### src/rtl/keypad_pkg.sv
// -----------------------------------------------------------------------------
// keypad_pkg
// Shared types and helpers for the 4x4 keypad encoder.
//   scan_state_e : column scan sequencer states (DRIVE, SAMPLE, EVAL)
//   deb_state_e  : classification of a sweep / debounced keypad state
//   KEY_CODE_W   : width of the encoded key (row*COLS+col)
//   f_key_code   : key code from a row/column pair
// -----------------------------------------------------------------------------
package keypad_pkg;

  localparam int KEY_CODE_W = 4;

  typedef enum logic [1:0] {
    DRIVE  = 2'd0,
    SAMPLE = 2'd1,
    EVAL   = 2'd2
  } scan_state_e;

  typedef enum logic [1:0] {
    NO_KEY = 2'd0,
    SINGLE = 2'd1,
    MULTI  = 2'd2
  } deb_state_e;

  // Code of the key at (row, col) on a keypad with 'cols' columns.
  function automatic logic [KEY_CODE_W-1:0] f_key_code(input int unsigned row,
                                                       input int unsigned col,
                                                       input int unsigned cols);
    int unsigned w_idx;
    w_idx = (row * cols) + col;
    return w_idx[KEY_CODE_W-1:0];
  endfunction

endpackage

### src/rtl/keypad_sync.sv
// -----------------------------------------------------------------------------
// keypad_sync
// Two-flop synchronizer for the asynchronous, active-low keypad row lines.
// Resets to all ones (no row pulled low = no key).
// Ports:
//   clk   : system clock
//   rst_n : asynchronous active-low reset
//   i_d   : asynchronous input bus
//   o_q   : synchronized output bus
// -----------------------------------------------------------------------------
module keypad_sync
  import keypad_pkg::*;
#(
  parameter int W = 4
) (
  input  logic         clk,
  input  logic         rst_n,
  input  logic [W-1:0] i_d,
  output logic [W-1:0] o_q
);

  logic [W-1:0] r_meta;
  logic [W-1:0] r_sync;

  // Metastability filter: two back-to-back flops.
  always_ff @(posedge clk or negedge rst_n) begin
    if (!rst_n) begin
      r_meta <= {W{1'b1}};
      r_sync <= {W{1'b1}};
    end else begin
      r_meta <= i_d;
      r_sync <= r_meta;
    end
  end

  assign o_q = r_sync;

endmodule

### src/rtl/keypad_encoder.sv
// -----------------------------------------------------------------------------
// keypad_encoder
// Scans a ROWS x COLS matrix keypad, debounces whole sweeps and delivers each
// new single-key press as one event on a valid/ready handshake.
// Optional feature: define KEYPAD_REPEAT_EN to emit auto-repeat events every
// REPEAT_SCANS sweeps while a single key stays held.
// Ports:
//   clk       : system clock
//   rst_n     : asynchronous active-low reset
//   row_in    : keypad rows, active-low, asynchronous
//   col_out   : column drive, active-low one-hot (all ones while evaluating)
//   key_code  : encoded key row*COLS+col, frozen while key_valid=1
//   key_valid : event pending
//   key_ready : consumer accepts the pending event
//   key_held  : debounced state is exactly one key
//   multi_key : debounced state has two or more keys
//   overrun   : one-cycle pulse when an event is dropped
// -----------------------------------------------------------------------------
module keypad_encoder
  import keypad_pkg::*;
#(
  parameter int ROWS         = 4,
  parameter int COLS         = 4,
  parameter int SCAN_DIV     = 50000,
  parameter int DEB_SCANS    = 4,
  parameter int REPEAT_SCANS = 250
) (
  input  logic                  clk,
  input  logic                  rst_n,
  input  logic [ROWS-1:0]       row_in,
  output logic [COLS-1:0]       col_out,
  output logic [KEY_CODE_W-1:0] key_code,
  output logic                  key_valid,
  input  logic                  key_ready,
  output logic                  key_held,
  output logic                  multi_key,
  output logic                  overrun
);

  localparam int NB = ROWS * COLS;
  localparam int CW = (COLS > 1) ? $clog2(COLS) : 1;
  localparam int DW = (SCAN_DIV > 1) ? $clog2(SCAN_DIV) : 1;
  localparam int MW = $clog2(DEB_SCANS + 1);

  logic [ROWS-1:0]       w_rows_sync;
  logic                  r_run;
  scan_state_e           r_state,  w_state_nxt;
  logic [CW-1:0]         r_col,    w_col_nxt;
  logic [DW-1:0]         r_dwell,  w_dwell_nxt;
  logic [COLS-1:0]       r_col_out, w_col_out_nxt;
  logic [NB-1:0]         r_img,    w_img_nxt;
  logic [1:0]            w_hits;
  logic [KEY_CODE_W-1:0] w_code_one;
  deb_state_e            w_cand_kind;
  logic [KEY_CODE_W-1:0] w_cand_code;
  deb_state_e            r_cand_kind, r_stable_kind, w_stable_kind_nxt;
  logic [KEY_CODE_W-1:0] r_cand_code, r_stable_code, w_stable_code_nxt;
  logic [MW-1:0]         r_match,  w_match_nxt;
  logic                  w_eval, w_change, w_press, w_repeat, w_fire, w_xfer;
  logic                  r_valid,  w_valid_nxt;
  logic [KEY_CODE_W-1:0] r_code,   w_code_nxt;
  logic                  r_ovr,    w_ovr_nxt;
  logic                  r_held,   r_multi;

  keypad_sync #(.W(ROWS)) u_sync (
    .clk   (clk),
    .rst_n (rst_n),
    .i_d   (row_in),
    .o_q   (w_rows_sync)
  );

  // Scan sequencer state register; r_run delays the first DRIVE to the edge after reset.
  always_ff @(posedge clk or negedge rst_n) begin
    if (!rst_n) begin
      r_run     <= 1'b0;
      r_state   <= DRIVE;
      r_col     <= {CW{1'b0}};
      r_dwell   <= {DW{1'b0}};
      r_col_out <= {COLS{1'b1}};
      r_img     <= {NB{1'b0}};
    end else begin
      r_run     <= 1'b1;
      r_state   <= w_state_nxt;
      r_col     <= w_col_nxt;
      r_dwell   <= w_dwell_nxt;
      r_col_out <= w_col_out_nxt;
      r_img     <= w_img_nxt;
    end
  end

  // Scan sequencer next state, column drive and sweep image capture.
  always_comb begin
    w_state_nxt = r_state;
    w_col_nxt   = r_col;
    w_dwell_nxt = r_dwell;
    w_img_nxt   = r_img;
    if (!r_run) begin
      w_state_nxt = DRIVE;
      w_col_nxt   = {CW{1'b0}};
      w_dwell_nxt = {DW{1'b0}};
    end else begin
      case (r_state)
        DRIVE: begin
          if (r_dwell == DW'(SCAN_DIV - 1)) begin
            w_state_nxt = SAMPLE;
            w_dwell_nxt = {DW{1'b0}};
          end else begin
            w_dwell_nxt = r_dwell + DW'(1);
          end
        end
        SAMPLE: begin
          // Rows are active-low: a low row under the driven column is a pressed key.
          for (int r = 0; r < ROWS; r++) begin
            for (int c = 0; c < COLS; c++) begin
              if (CW'(c) == r_col) begin
                w_img_nxt[r*COLS + c] = ~w_rows_sync[r];
              end else begin
                w_img_nxt[r*COLS + c] = r_img[r*COLS + c];
              end
            end
          end
          if (r_col == CW'(COLS - 1)) begin
            w_state_nxt = EVAL;
            w_col_nxt   = {CW{1'b0}};
          end else begin
            w_state_nxt = DRIVE;
            w_col_nxt   = r_col + CW'(1);
          end
        end
        EVAL: begin
          w_state_nxt = DRIVE;
          w_col_nxt   = {CW{1'b0}};
        end
        default: begin
          w_state_nxt = DRIVE;
          w_col_nxt   = {CW{1'b0}};
          w_dwell_nxt = {DW{1'b0}};
        end
      endcase
    end
    // Columns are released (all high) during the evaluation cycle.
    if (w_state_nxt == EVAL) begin
      w_col_out_nxt = {COLS{1'b1}};
    end else begin
      w_col_out_nxt = ~(COLS'(1'b1) << w_col_nxt);
    end
  end

  // Sweep classification: count set bits saturating at two, remember the last set key.
  always_comb begin
    w_hits     = 2'd0;
    w_code_one = {KEY_CODE_W{1'b0}};
    for (int r = 0; r < ROWS; r++) begin
      for (int c = 0; c < COLS; c++) begin
        if (r_img[r*COLS + c]) begin
          w_hits     = (w_hits == 2'd2) ? 2'd2 : (w_hits + 2'd1);
          w_code_one = f_key_code(r, c, COLS);
        end else begin
          w_hits     = w_hits;
        end
      end
    end
    case (w_hits)
      2'd0: begin
        w_cand_kind = NO_KEY;
        w_cand_code = {KEY_CODE_W{1'b0}};
      end
      2'd1: begin
        w_cand_kind = SINGLE;
        w_cand_code = w_code_one;
      end
      default: begin
        w_cand_kind = MULTI;
        w_cand_code = {KEY_CODE_W{1'b0}};
      end
    endcase
  end

  // Debounce: candidate must repeat for DEB_SCANS sweeps before becoming stable.
  always_comb begin
    w_eval            = r_run && (r_state == EVAL);
    w_stable_kind_nxt = r_stable_kind;
    w_stable_code_nxt = r_stable_code;
    if ((w_cand_kind == r_cand_kind) && (w_cand_code == r_cand_code)) begin
      w_match_nxt = (r_match >= MW'(DEB_SCANS)) ? r_match : (r_match + MW'(1));
    end else begin
      w_match_nxt = MW'(1);
    end
    if (w_eval && (w_match_nxt >= MW'(DEB_SCANS))) begin
      w_stable_kind_nxt = w_cand_kind;
      w_stable_code_nxt = w_cand_code;
    end else begin
      w_stable_kind_nxt = r_stable_kind;
    end
    w_change = w_eval && ((w_stable_kind_nxt != r_stable_kind) ||
                          (w_stable_code_nxt != r_stable_code));
    // Any change that lands on a single key is a press (release never is).
    w_press  = w_change && (w_stable_kind_nxt == SINGLE);
  end

  // Debounce state registers and registered status outputs.
  always_ff @(posedge clk or negedge rst_n) begin
    if (!rst_n) begin
      r_cand_kind   <= NO_KEY;
      r_cand_code   <= {KEY_CODE_W{1'b0}};
      r_match       <= {MW{1'b0}};
      r_stable_kind <= NO_KEY;
      r_stable_code <= {KEY_CODE_W{1'b0}};
      r_held        <= 1'b0;
      r_multi       <= 1'b0;
    end else if (w_eval) begin
      r_cand_kind   <= w_cand_kind;
      r_cand_code   <= w_cand_code;
      r_match       <= w_match_nxt;
      r_stable_kind <= w_stable_kind_nxt;
      r_stable_code <= w_stable_code_nxt;
      r_held        <= (w_stable_kind_nxt == SINGLE);
      r_multi       <= (w_stable_kind_nxt == MULTI);
    end else begin
      r_match       <= r_match;
    end
  end

`ifdef KEYPAD_REPEAT_EN
  localparam int RW = $clog2(REPEAT_SCANS + 1);
  logic [RW-1:0] r_rep_cnt, w_rep_cnt_nxt;

  // Auto-repeat sweep counter; restarts on any stable-state change.
  always_comb begin
    w_rep_cnt_nxt = r_rep_cnt;
    w_repeat      = 1'b0;
    if (w_eval) begin
      if (w_change || (r_stable_kind != SINGLE)) begin
        w_rep_cnt_nxt = {RW{1'b0}};
      end else if (r_rep_cnt == RW'(REPEAT_SCANS - 1)) begin
        w_rep_cnt_nxt = {RW{1'b0}};
        w_repeat      = 1'b1;
      end else begin
        w_rep_cnt_nxt = r_rep_cnt + RW'(1);
      end
    end else begin
      w_rep_cnt_nxt = r_rep_cnt;
    end
  end

  // Auto-repeat counter register.
  always_ff @(posedge clk or negedge rst_n) begin
    if (!rst_n) begin
      r_rep_cnt <= {RW{1'b0}};
    end else begin
      r_rep_cnt <= w_rep_cnt_nxt;
    end
  end
`else
  assign w_repeat = 1'b0;
`endif

  // Event handshake: keep the oldest event, flag drops, reload on simultaneous transfer.
  always_comb begin
    w_fire      = w_press || w_repeat;
    w_xfer      = r_valid && key_ready;
    w_valid_nxt = r_valid;
    w_code_nxt  = r_code;
    w_ovr_nxt   = 1'b0;
    if (w_fire) begin
      if (!r_valid || w_xfer) begin
        w_valid_nxt = 1'b1;
        w_code_nxt  = w_stable_code_nxt;
      end else begin
        w_ovr_nxt   = 1'b1;
      end
    end else if (w_xfer) begin
      w_valid_nxt = 1'b0;
    end else if (!r_valid && (r_stable_kind == SINGLE)) begin
      w_code_nxt  = r_stable_code;
    end else begin
      w_code_nxt  = r_code;
    end
  end

  // Handshake registers.
  always_ff @(posedge clk or negedge rst_n) begin
    if (!rst_n) begin
      r_valid <= 1'b0;
      r_code  <= {KEY_CODE_W{1'b0}};
      r_ovr   <= 1'b0;
    end else begin
      r_valid <= w_valid_nxt;
      r_code  <= w_code_nxt;
      r_ovr   <= w_ovr_nxt;
    end
  end

  assign col_out   = r_col_out;
  assign key_code  = r_code;
  assign key_valid = r_valid;
  assign key_held  = r_held;
  assign multi_key = r_multi;
  assign overrun   = r_ovr;

endmodule

### config.mk
export PLATFORM = sky130hd
export DESIGN_NAME = keypad_encoder
export DESIGN_NICKNAME = d
export VERILOG_FILES = /design/src/rtl/keypad_pkg.sv /design/src/rtl/keypad_sync.sv /design/src/rtl/keypad_encoder.sv
export SDC_FILE = /design/constraint.sdc
export NUM_CORES = 1
export LEC_CHECK = 0
export CORE_MARGIN = 3
export CORE_UTILIZATION = 62
export DETAILED_ROUTE_END_ITERATION = 8
export PLACE_DENSITY = 0.81
export SYNTH_ARGS = -nofsm -noshare
export SYNTH_HDL_FRONTEND = slang
export SYNTH_SLANG_ARGS = --single-unit
### constraint.sdc
create_clock -name clk -period 9.2 [get_ports clk]
set_input_delay 1.84 -clock clk [delete_from_list [all_inputs] [get_ports clk]]
set_output_delay 1.84 -clock clk [all_outputs]
set_load 0.05 [all_outputs]
==> impl_results.html <==
<table>
<tr><th>Metric</th><th>Value</th></tr>
<tr><th colspan="2">Detailed routing</th></tr>
<tr><td>Remaining number of nets flagged by the antenna check after routing</td><td>0</td></tr>
<tr><td>Final wirelength</td><td>11700 microns</td></tr>
<tr><td>Wire length per cell</td><td>15.9 microns</td></tr>
<tr><td># DRC</td><td>0</td></tr>
<tr><td>Number of iterations in the first detailed-routing pass</td><td>5</td></tr>
<tr><td>Number of vias per cell</td><td>6.36</td></tr>
<tr><td>Via count of the routed design</td><td>4667</td></tr>
<tr><td>DRC marker count from the first detailed-route iteration</td><td>308</td></tr>
<tr><th colspan="2">Critical path</th></tr>
<tr><td>Critical path type</td><td>reg2reg</td></tr>
<tr><td>Cell occurring most often along the worst timing path</td><td>sky130_fd_sc_hd__ha_1</td></tr>
<tr><td>Highest net fanout along the worst path</td><td>9</td></tr>
<tr><td>Standard cell with the maximum stage delay on the critical path</td><td>sky130_fd_sc_hd__or4b_1</td></tr>
<tr><td>Biggest cell delay along the critical path</td><td>0.62 ns</td></tr>
<tr><td>Required time of the critical path</td><td>9.43 ns</td></tr>
<tr><td>Startpoint type of the worst setup path</td><td>flip-flop</td></tr>
<tr><td>Arr. time, crit path</td><td>8.69 ns</td></tr>
<tr><td>Worst R2R Setup Slack</td><td>0.74 ns</td></tr>
<tr><td>Worst Setup End Kind</td><td>flip-flop</td></tr>
<tr><th colspan="2">Timing</th></tr>
<tr><td>PnR worst setup slack</td><td>0.736 ns</td></tr>
<tr><td>Min cycle time layout</td><td>8.46 ns</td></tr>
<tr><td>Slew HR</td><td>44.2%</td></tr>
<tr><td>Post-Route Setup TNS</td><td>0 ns</td></tr>
<tr><td>Total count of hold-check failures in the final report</td><td>0</td></tr>
<tr><td>Final Max Slew Viols</td><td>0</td></tr>
<tr><td>Highest clock rate</td><td>118 MHz</td></tr>
<tr><td>Period Utilization, post-route</td><td>92.0%</td></tr>
<tr><td>Unrepaired setup endpoints after global routing</td><td>no</td></tr>
<tr><td>Final setup violation count</td><td>0</td></tr>
<tr><td>Post-Route Skew</td><td>0.00913 ns</td></tr>
<tr><td>Actual transition at the worst max-transition pin</td><td>0.837 ns</td></tr>
<tr><th colspan="2">Die</th></tr>
<tr><td>Placeable core area</td><td>7970 sq um</td></tr>
<tr><td>Die height</td><td>97.8 microns</td></tr>
<tr><td>Std-Cell Rows</td><td>32</td></tr>
<tr><td>Die boundary width</td><td>97.8 microns</td></tr>
<tr><td>Top-level I/O count</td><td>19</td></tr>
<tr><td>Initial standard-cell utilization of the core</td><td>65.5%</td></tr>
<tr><td>DIE AREA</td><td>9560 sq um</td></tr>
<tr><th colspan="2">Clocking</th></tr>
<tr><td>Master cell of the clock root buffer</td><td>sky130_fd_sc_hd__clkbuf_8</td></tr>
<tr><td>Number of sinks driven by the clock tree</td><td>72</td></tr>
<tr><td>Clock-pin transition on the worst setup and hold timing paths</td><td>0.08 ns</td></tr>
<tr><td>Buffer depth of the longest clock path</td><td>2</td></tr>
<tr><td>Number of clock buffers inserted by TritonCTS</td><td>9</td></tr>
<tr><td>Clock latency at the later pin of the worst-skew pair</td><td>0.35 ns</td></tr>
<tr><td>Deepest level of the CTS H-tree</td><td>3</td></tr>
<tr><td>Hold buffer count at CTS</td><td>0</td></tr>
<tr><td>Clock tree from TritonCTS</td><td>done</td></tr>
<tr><th colspan="2">Synthesis</th></tr>
<tr><td>Number of nets in the synthesized netlist</td><td>640</td></tr>
<tr><td>Cell Area, Synth</td><td>5220 sq um</td></tr>
<tr><td>Total of flip-flops plus latches after synthesis</td><td>72</td></tr>
<tr><td>Portion of the post-synthesis area used by sequential elements</td><td>34.8%</td></tr>
<tr><td>Post-synth top area cell</td><td>sky130_fd_sc_hd__dfrtp_1</td></tr>
<tr><td>Post-Syn Instances</td><td>617</td></tr>
<tr><td>Most instantiated flip-flop cell in the synthesis netlist</td><td>sky130_fd_sc_hd__dfrtp_1</td></tr>
<tr><td>Cell types with the largest area share after synthesis</td><td>sky130_fd_sc_hd__dfrtp_1 (29%), sky130_fd_sc_hd__dfstp_2 (6.0%), sky130_fd_sc_hd__nand2_1 (5.4%), sky130_fd_sc_hd__o21ai_0 (5.4%), sky130_fd_sc_hd__ha_1 (3.8%)</td></tr>
<tr><td>Synthesis Warnings</td><td>0</td></tr>
<tr><td>Portion of synthesized cell area occupied by the leading cell type</td><td>28.8%</td></tr>
<tr><td>Number of different library cells in the post-synthesis netlist</td><td>92</td></tr>
<tr><td>Number of synthesized flops with an enable pin</td><td>0</td></tr>
<tr><td>Mean cell area of the mapped netlist</td><td>8.46 sq um</td></tr>
<tr><td>Share of synthesized flip-flops with an asynchronous set or reset</td><td>100%</td></tr>
<tr><th colspan="2">Power</th></tr>
<tr><td>Power Density</td><td>104 nW/um^2</td></tr>
<tr><td>Sum of internal, switching and leakage power</td><td>594 uW</td></tr>
<tr><td>Maximum vdd ir drop</td><td>0.000124 V</td></tr>
<tr><td>Leakage power</td><td>0.00227 uW</td></tr>
<tr><th colspan="2">Layout</th></tr>
<tr><td>Summed area of non-filler cells in the final layout</td><td>5690 sq um</td></tr>
<tr><td>Most common cell after layout, fill and taps aside</td><td>sky130_fd_sc_hd__nand2_1</td></tr>
<tr><td>Ratio of cells with drive above 1 in the final layout</td><td>12.8%</td></tr>
<tr><td>Final core occ</td><td>71.4%</td></tr>
<tr><td>Fin nets</td><td>650</td></tr>
<tr><td>Antenna Cells</td><td>0</td></tr>
<tr><td>Area overhead of the layout relative to synthesis</td><td>8.99%</td></tr>
<tr><td>Most frequent cells in the layout</td><td>sky130_fd_sc_hd__nand2_1 (75), sky130_fd_sc_hd__dfrtp_1 (60), sky130_fd_sc_hd__o21ai_0 (56), sky130_fd_sc_hd__nor2_1 (49), sky130_fd_sc_hd__a21oi_1 (29)</td></tr>
<tr><td>Layout filler cell count</td><td>567</td></tr>
<tr><th colspan="2">Global route</th></tr>
<tr><td>Grt ovf</td><td>0</td></tr>
<tr><td>Global-route wire length before repair</td><td>20400 microns</td></tr>
<tr><td>Overall fraction of global-route tracks in use</td><td>25.1%</td></tr>
<tr><td>Number of global-route vias before repair</td><td>4444</td></tr>
<tr><td>Largest net degree at the start of global routing</td><td>45</td></tr>
<tr><td>Global routing usage on met1</td><td>33.1%</td></tr>
<tr><td>Met3 GRT Util</td><td>3.93%</td></tr>
<tr><td>Number of antenna violations at the first check in global routing</td><td>0</td></tr>
<tr><td>Grt met2 use</td><td>43.2%</td></tr>
<tr><td>GRT busiest layer</td><td>met2</td></tr>
<tr><th colspan="2">Min path</th></tr>
<tr><td>Class of the most critical hold timing path</td><td>reg2reg</td></tr>
<tr><th colspan="2">Flow run</th></tr>
<tr><td>Max-capacitance violation count</td><td>0</td></tr>
<tr><th colspan="2">Place</th></tr>
<tr><td>Post-DP HPWL</td><td>8440 microns</td></tr>
<tr><td>Area of placed instances</td><td>5410 sq um</td></tr>
<tr><td>Pre-CTS setup slack</td><td>0.548 ns</td></tr>
<tr><td>Routability Congestion</td><td>0.914</td></tr>
<tr><td>Number of I/O port buffers</td><td>18</td></tr>
<tr><th colspan="2">Outcome</th></tr>
<tr><td>Run status</td><td>finished, final reports clean</td></tr>
</table>
## through the flow
step | hold slack [ns] | cells
4_1_cts | 0.358 | 728
2_1_floorplan | 0.345 | 617
3_5_place_dp | 0.347 | 712
5_1_grt | 0.367 | 734
6_report | 0.358 | 734
3_3_place_gp | 0.346 | 712
## cell usage after synthesis, types with 3 or more instances
cell type and number:
sky130_fd_sc_hd__nand4_1 12, sky130_fd_sc_hd__o31ai_1 3, sky130_fd_sc_hd__inv_1 28, sky130_fd_sc_hd__mux2i_1 6
sky130_fd_sc_hd__and2_1 9, sky130_fd_sc_hd__buf_4 4, sky130_fd_sc_hd__and3_1 6, sky130_fd_sc_hd__o41ai_1 3
sky130_fd_sc_hd__o21bai_1 3, sky130_fd_sc_hd__a21oi_1 29, sky130_fd_sc_hd__a22oi_1 3, sky130_fd_sc_hd__clkbuf_1 17
sky130_fd_sc_hd__o22ai_1 9, sky130_fd_sc_hd__nand2_1 75, sky130_fd_sc_hd__nor2_1 49, sky130_fd_sc_hd__dfrtp_1 60
sky130_fd_sc_hd__nor3_1 20, sky130_fd_sc_hd__o21ai_1 4, sky130_fd_sc_hd__ha_1 16, sky130_fd_sc_hd__xor2_1 7
sky130_fd_sc_hd__nor3b_1 3, sky130_fd_sc_hd__a211o_1 6, sky130_fd_sc_hd__nor2b_1 16, sky130_fd_sc_hd__dfstp_2 12
sky130_fd_sc_hd__a31oi_1 8, sky130_fd_sc_hd__nand3_1 21, sky130_fd_sc_hd__nand2b_1 5, sky130_fd_sc_hd__or2_2 5
sky130_fd_sc_hd__nor4_1 10, sky130_fd_sc_hd__xnor2_1 10, sky130_fd_sc_hd__o21ai_0 56, sky130_fd_sc_hd__mux2_2 8
sky130_fd_sc_hd__buf_2 4, sky130_fd_sc_hd__a2111o_1 4, sky130_fd_sc_hd__or3_1 6, sky130_fd_sc_hd__o221ai_1 3
sky130_fd_sc_hd__a211oi_1 9
## layout make-up
class	count	area [sq um]	share of cell area (%)
sequential	72	1820	31.9
inverter	29	109	1.91
timing repair buffer	26	235	4.13
multi-input combinational	489	3200	56.2
clock inverter	7	81.3	1.43
tap	102	128	2.24
clock buffer	9	124	2.18
## per-layer routing
metal	share of wire [%]	up-vias
met5	0	-
met4	1.6	0
met3	3.9	22
li1	-	2293
met1	44	2222
met2	50	130
## timing repair
action                                 4_1_cts  5_1_grt
endpoints found under the hold margin        0        0
resized for setup                            0        6
setup buffers                                0        6
setup endpoints to repair                    0       15
## cells by family after synthesis
kind of cell,synth area share [%]
and+or+nand+nor,24.4
AOI/OAI and AO/OA,25.4
DFF,34.8
buffers and inverters,4.55
xor gates and xnor gates,3.47
adders and majority gates,3.83
muxes,3.43
other,0.0718
## power by group
part | total (uW) | internal, uW | switching, uW
Clock | 256 | 128 | 128
Combinational | 13.8 | 4.14 | 9.62
Sequential | 324 | 321 | 3.09
Total | 594 | 453 | 141
## flip-flops by register name (all words and copies together), names as in the netlist
name / flops
r_dwell: 16
r_img: 16
col_out: 4
key_code: 4
r_cand_code: 4
r_stable_code: 4
u_sync.o_q: 4
u_sync.r_meta: 4
r_match: 3
r_cand_kind: 2
r_col: 2
r_stable_kind: 2
r_state: 2
key_held: 1
key_valid: 1
multi_key: 1
overrun: 1
r_run: 1
## worst paths after layout
path | startpoint | end | depth (start not counted)
setup / recovery | r_img[0]$_DFFE_PN0P_ | key_code[0]$_DFFE_PN0P_ | 28
hold reg to reg | u_sync.r_meta[3]$_DFF_PN1_ | u_sync.o_q[3]$_DFF_PN1_ | 0
max in group asynchronous | rst_n | u_sync.r_meta[2]$_DFF_PN1_ | 2
hold / removal | u_sync.r_meta[3]$_DFF_PN1_ | u_sync.o_q[3]$_DFF_PN1_ | 0
min in group asynchronous | rst_n | r_dwell[0]$_DFFE_PN0P_ | 1
setup reg to reg | r_img[0]$_DFFE_PN0P_ | key_code[0]$_DFFE_PN0P_ | 28
## critical path: cells and delay by family, from the launching register on
family	cells	cell delay, ns
XOR/XNOR	1	0.15
buffers and inverters	1	0.08
adder cells (fa/ha/maj)	3	1.02
AO/OA/AOI/OAI	11	3.83
AND/OR/NAND/NOR	12	2.85
flip-flops	1	0.40
(Power assumes the default switching activity.)
